<file path="src/rtl/alu_pipe_if.sv">
// alu_pipe_if: valid/ready operand and result channels of alu_pipe.
// master = the side that issues operations and consumes results,
// slave  = the ALU itself.
interface alu_pipe_if #(
    parameter int unsigned WIDTH = 4
);
    logic             in_valid;
    logic             in_ready;
    logic [2:0]       op;
    logic [WIDTH-1:0] a;
    logic [WIDTH-1:0] b;
    logic             out_valid;
    logic             out_ready;
    logic [WIDTH-1:0] result;
    logic [3:0]       flags;

    modport master (
        output in_valid, op, a, b, out_ready,
        input  in_ready, out_valid, result, flags
    );

    modport slave (
        input  in_valid, op, a, b, out_ready,
        output in_ready, out_valid, result, flags
    );
endinterface

</file>
<file path="src/rtl/alu_pipe.sv">
// alu_pipe: registered WIDTH-bit ALU with 8 opcodes and {V, C, N, Z} flags,
// valid/ready on both sides, one result register, latency 1, 1 op/cycle.
// Optional macro ALU_PIPE_SAT_EN: ADD/SUB saturate on signed overflow
// (V still reports the overflow, C unchanged, Z/N follow the saturated value).
module alu_pipe #(
    parameter int unsigned WIDTH = 4
) (
    input logic       clk,
    input logic       rst_n,
    alu_pipe_if.slave bus
);

    typedef enum logic [2:0] {
        OP_AND  = 3'b000,
        OP_OR   = 3'b001,
        OP_XOR  = 3'b010,
        OP_NOT  = 3'b011,
        OP_ADD  = 3'b100,
        OP_SUB  = 3'b101,
        OP_LAND = 3'b110,
        OP_PASS = 3'b111
    } op_e;

    logic [WIDTH:0]   sum;
    logic [WIDTH:0]   diff;
    logic [WIDTH-1:0] res;
    logic             c_f;
    logic             v_f;
    logic             z_f;
    logic             n_f;
    logic             accept;

    logic             out_valid_q;
    logic [WIDTH-1:0] result_q;
    logic [3:0]       flags_q;

    assign bus.in_ready  = !out_valid_q || bus.out_ready;
    assign bus.out_valid = out_valid_q;
    assign bus.result    = result_q;
    assign bus.flags     = flags_q;

    assign accept = bus.in_valid && bus.in_ready;

    // Next result and flags from the current operands and opcode.
    always_comb begin
        sum  = {1'b0, bus.a} + {1'b0, bus.b};
        diff = {1'b0, bus.a} - {1'b0, bus.b};
        res  = '0;
        c_f  = 1'b0;
        v_f  = 1'b0;
        case (op_e'(bus.op))
            OP_AND:  res = bus.a & bus.b;
            OP_OR:   res = bus.a | bus.b;
            OP_XOR:  res = bus.a ^ bus.b;
            OP_NOT:  res = ~bus.a;
            OP_ADD: begin
                res = sum[WIDTH-1:0];
                c_f = sum[WIDTH];
                v_f = (bus.a[WIDTH-1] == bus.b[WIDTH-1]) &&
                      (sum[WIDTH-1] != bus.a[WIDTH-1]);
            end
            OP_SUB: begin
                res = diff[WIDTH-1:0];
                c_f = diff[WIDTH];   // borrow: a < b unsigned
                v_f = (bus.a[WIDTH-1] != bus.b[WIDTH-1]) &&
                      (diff[WIDTH-1] != bus.a[WIDTH-1]);
            end
            OP_LAND: res[0] = (|bus.a) & (|bus.b);
            OP_PASS: res = bus.a;
            default: res = '0;
        endcase
`ifdef ALU_PIPE_SAT_EN
        // Overflow direction always matches the sign of a for both ADD and SUB.
        if (v_f) begin
            res = bus.a[WIDTH-1] ? {1'b1, {(WIDTH-1){1'b0}}}
                                 : {1'b0, {(WIDTH-1){1'b1}}};
        end
`endif
        z_f = (res == '0);
        n_f = res[WIDTH-1];
    end

    // Result register: load on accept, drop valid on a transfer without reload.
    always_ff @(posedge clk or negedge rst_n) begin
        if (!rst_n) begin
            out_valid_q <= 1'b0;
            result_q    <= '0;
            flags_q     <= '0;
        end else if (accept) begin
            out_valid_q <= 1'b1;
            result_q    <= res;
            flags_q     <= {v_f, c_f, n_f, z_f};
        end else if (bus.out_ready) begin
            out_valid_q <= 1'b0;
        end
    end

endmodule
</file>
<file path="src/flat_wrapper.sv">
// flat-port wrapper written by rule: the top's interface ports become plain ports
module alu_pipe_flat 
#(
    parameter int unsigned WIDTH = 4
)
  (clk, rst_n, bus_in_valid, bus_op, bus_a, bus_b, bus_out_ready, bus_in_ready, bus_out_valid, bus_result, bus_flags);
  alu_pipe_if #(.WIDTH(WIDTH)) bus_i ();
  input logic clk;
  input logic rst_n;
  input wire logic [$bits(bus_i.in_valid)-1:0] bus_in_valid;
  input wire logic [$bits(bus_i.op)-1:0] bus_op;
  input wire logic [$bits(bus_i.a)-1:0] bus_a;
  input wire logic [$bits(bus_i.b)-1:0] bus_b;
  input wire logic [$bits(bus_i.out_ready)-1:0] bus_out_ready;
  output wire logic [$bits(bus_i.in_ready)-1:0] bus_in_ready;
  output wire logic [$bits(bus_i.out_valid)-1:0] bus_out_valid;
  output wire logic [$bits(bus_i.result)-1:0] bus_result;
  output wire logic [$bits(bus_i.flags)-1:0] bus_flags;
  assign bus_i.in_valid = bus_in_valid;
  assign bus_i.op = bus_op;
  assign bus_i.a = bus_a;
  assign bus_i.b = bus_b;
  assign bus_i.out_ready = bus_out_ready;
  assign bus_in_ready = bus_i.in_ready;
  assign bus_out_valid = bus_i.out_valid;
  assign bus_result = bus_i.result;
  assign bus_flags = bus_i.flags;
  alu_pipe #(.WIDTH(WIDTH)) u_core (.clk(clk), .rst_n(rst_n), .bus(bus_i));
endmodule
</file>
<file path="config.mk">
export PLATFORM = sky130hd
export DESIGN_NAME = alu_pipe_flat
export DESIGN_NICKNAME = d
export VERILOG_FILES = /design/src/rtl/alu_pipe_if.sv /design/src/rtl/alu_pipe.sv /design/src/flat_wrapper.sv
export SDC_FILE = /design/constraint.sdc
export NUM_CORES = 1
export LEC_CHECK = 0
export ABC_AREA = 1
export BUFFER_PORTS_ARGS = -buffer_cell sky130_fd_sc_hd__buf_2
export CORE_ASPECT_RATIO = 0.7
export CORE_MARGIN = 2
export CORE_UTILIZATION = 35
export DETAILED_ROUTE_END_ITERATION = 12
export PLACE_DENSITY = 0.61
export SLEW_MARGIN = 10
export SYNTH_ARGS = -nofsm -noshare
export SYNTH_HDL_FRONTEND = slang
export SYNTH_SLANG_ARGS = --single-unit
</file>
<file path="constraint.sdc">
create_clock -name clk -period 1.45 [get_ports clk]
set_clock_uncertainty 0.05 [all_clocks]
set_input_delay 0.2175 -clock clk [delete_from_list [all_inputs] [get_ports clk]]
set_output_delay 0.2175 -clock clk [all_outputs]
set_load 0.1 [all_outputs]
</file>
==> metrics.log <==
[metrics] Overflow after GRT: 0
[metrics] max-capacitance violation count: 0
[metrics] count of H-tree levels built during CTS: 1
[metrics] final core utilization: 52.8%
[metrics] final weighted congestion in routability-driven placement: 0.923
[metrics] Critical Path Source Type: input port
[metrics] unique cell type count in the Yosys netlist: 25
[metrics] number of flops mapped to enable cells by yosys: 0
[metrics] final critical path time including I/O delays and setup: 1470 ps
[metrics] Core Footprint: 0.00286 mm^2
[metrics] slew of the pin with the lowest slew margin: 486 ps
[metrics] via count of the first global-routing pass: 1129
[metrics] Pleak: 0.823 nW
[metrics] total CTS buffers: 3
[metrics] library cell occupying the most area in the post-synthesis netlist: dfrtp_1
[metrics] syn avg cell area: 6.37 um^2
[metrics] buffer depth of the longest clock path: 2
[metrics] net count reported at finish: 243
[metrics] headroom to the max-slew limit: 67.8%
[metrics] detailed-route vias per instance: 4.82
[metrics] Total Neg Setup Slack: -15.3 ps
[metrics] fraction of post-synthesis cell area in the top cell type by area: 18.5%
[metrics] First-pass DRT Iterations: 5
[metrics] required time at the endpoint of the critical path: 1570 ps
[metrics] CTS tree: done
[metrics] signed area change from the synthesized netlist to the final layout: 39.7%
[metrics] most frequent standard cell in the layout excluding fill and tap cells: nand2_1
[metrics] sequential element share of the synthesized area: 18.5%
[metrics] worst reg2reg path depth: 4
[metrics] detail-routed net length per standard cell: 12.1 um
[metrics] antenna viol nets, final: 0
[metrics] first-iteration detailed-routing DRC count: 64
[metrics] wire length of the first global-routing pass: 5000 um
[metrics] flops & latches, synth: 8
[metrics] CTS root buffer: clkbuf_8
[metrics] overall via count from detail_route: 1200
[metrics] total number of yosys warnings: 0
[metrics] num rows: 16
[metrics] data arrival time of the worst path: 1590 ps
[metrics] count of cells along the worst hold path: 3
[metrics] overall routed net length: 3010 um
[metrics] unrepaired setup endpoints after global routing: true
[metrics] overall die width: 70.5 um
[metrics] Gate Count Post-Synth: 170
[metrics] PnR worst setup slack: -15.3 ps
[metrics] Min Hold Slack: 142 ps
[metrics] Post-synth ARST share: 100%
[metrics] Ports: 25
[metrics] initial antenna violation count: 0
[metrics] maximum number of pins on one net before global-route repair: 11
[metrics] top cells by area in the synthesized netlist: dfrtp_1, nand2_1, ha_1
[metrics] achievable frequency: 682 MHz
[metrics] floorplan die area: 0.00356 mm^2
[metrics] clock transition time at the flip-flop clock pins of the worst setup and hold paths: 50 ps
[metrics] worst supply voltage drop on vdd: 0.000411 V
[metrics] Detailed Place HPWL: 2550 um
[metrics] biggest fanout along the worst timing path: 4
[metrics] area of the multi-input gates: 803 um^2
[metrics] initial cell density of the core: 37.8%
[metrics] summed instance area of the synthesized netlist: 0.00108 mm^2
[metrics] fillers: 284
[metrics] final-report setup violation count: 1
[metrics] number of input and output port buffers inserted: 24
[metrics] # DRC: 0
[metrics] top library cells by usage in the layout, fill and taps aside: nand2_1, buf_2, buf_4
[metrics] vertical die dimension: 50.5 um
[metrics] fin crit share: 101%
[metrics] worst min path class: in -> reg
[metrics] antenna cell count: 0
[metrics] Cell Count Post-Placement: 243
[metrics] kind of critical path: in -> reg
[metrics] clock net sink count: 8
[metrics] run status: complete, but fails checks
[metrics] final-report hold violation count: 0
[metrics] final cell count without fillers: 249
[metrics] violated checks: negative setup slack
[metrics] post-synth net total: 199
[metrics] Final Max Tran Viols: 0
[metrics] CP endpoint kind: flip-flop
[metrics] global-route usage over all layers: 18.1%
[metrics] cell area power density: 833 mW/mm^2
[metrics] fraction of final layout cells with drive strength greater than 1: 37.6%
[metrics] Reg area: 203 um^2
[metrics] insertion delay of the later-clocked pin in the worst-skew pair: 240 ps
[metrics] post-placement worst setup slack: -382 ps
[metrics] prevailing post-synth register cell: dfrtp_1
## logic make-up after synthesis
kind of cell / after synthesis / share of synthesized area, %
AOI/OAI and AO/OA: 15 / 7.75
adders and majority gates: 14 / 17.6
buffers and inverters: 32 / 13.8
DFF: 8 / 18.5
muxes: 1 / 0.925
and+or+nand+nor: 100 / 41.5
## synthesized netlist by cell type, types with 2 or more instances
library cell  instances
o21ai_0               4
buf_6                 3
nand3b_1              4
inv_2                 5
nand3_1              15
nand2_2               2
nor2_1               18
a21oi_1               7
nor3_1                2
nor2_2                4
nand2_1              51
dfrtp_1               8
fa_1                  2
inv_1                22
ha_1                 12
nand3_2               2
## sequential cells by signal, indices dropped and copies added, names as in the netlist
name	flops
u_core.bus.out_valid	1
u_core.bus.result	3
u_core.bus.flags	4
## layout make-up
class / count / area share (%)
Clock buffer: 4 / 2.98
Inverter: 28 / 7.62
Sequential cell: 8 / 13.4
Multi-Input combinational cell: 130 / 53.1
Timing Repair Buffer: 43 / 19.9
Tap cell: 36 / 2.98
## report_power, final
| part | internal (mW) | switching [mW] | total (mW) |
|---|---|---|---|
| combinational | 0.187 | 0.506 | 0.693 |
| sequential | 0.256 | 0.0166 | 0.273 |
| clock | 0.192 | 0.101 | 0.293 |
## layer usage
| layer | vias to the layer above | global-route usage [%] | routed length [um] |
|---|---|---|---|
| met2 | 34 | 28.6 | 1350 |
| met5 | - | 0 | 0 |
| met1 | 548 | 25.2 | 1460 |
| met4 | 0 | 4.49 | 14 |
| li1 | 616 | - | - |
| met3 | 2 | 3.82 | 187 |
## critical path, cell delays in order
cell and delay (ps):
buf_8 90, ha_4 130, inv_2 30, fa_2 510
nand3b_1 100, nand2_1 50, inv_1 40, nand2_1 50
nor2_2 100, nand2_1 70, nor2_1 80, nand2_1 60
nand2_1 50
## path summary, 6_finish.rpt
kind / from / end / slack (ps)
max: bus_b[0] / u_core.bus.flags[0]$_DFFE_PN0P_ / -20
min: bus_in_valid / u_core.bus.out_valid$_DFFE_PN0P_ / 140
max reg2reg: u_core.bus.out_valid$_DFFE_PN0P_ / u_core.bus.flags[3]$_DFFE_PN0P_ / 210
min reg2reg: u_core.bus.flags[0]$_DFFE_PN0P_ / u_core.bus.flags[0]$_DFFE_PN0P_ / 430
max in group asynchronous: rst_n / u_core.bus.out_valid$_DFFE_PN0P_ / 870
min in group asynchronous: rst_n / u_core.bus.flags[1]$_DFFE_PN0P_ / 300
## through the flow
stage,power [mW],area (um^2)
2_1_floorplan,0.773,1120
3_3_place_gp,0.927,1390
3_5_place_dp,0.936,1390
4_1_cts,1.25,1470
5_1_grt,1.33,1510
6_report,1.26,1510
## repair_timing
item                                   CTS  global route
setup endpoints to repair                5             4
endpoints found under the hold margin    8             0
hold buffers                             1             0
pin swaps                                3             1
setup buffers                            0             1
resized for setup                       12             8
Power figures use the tool's default switching activity.
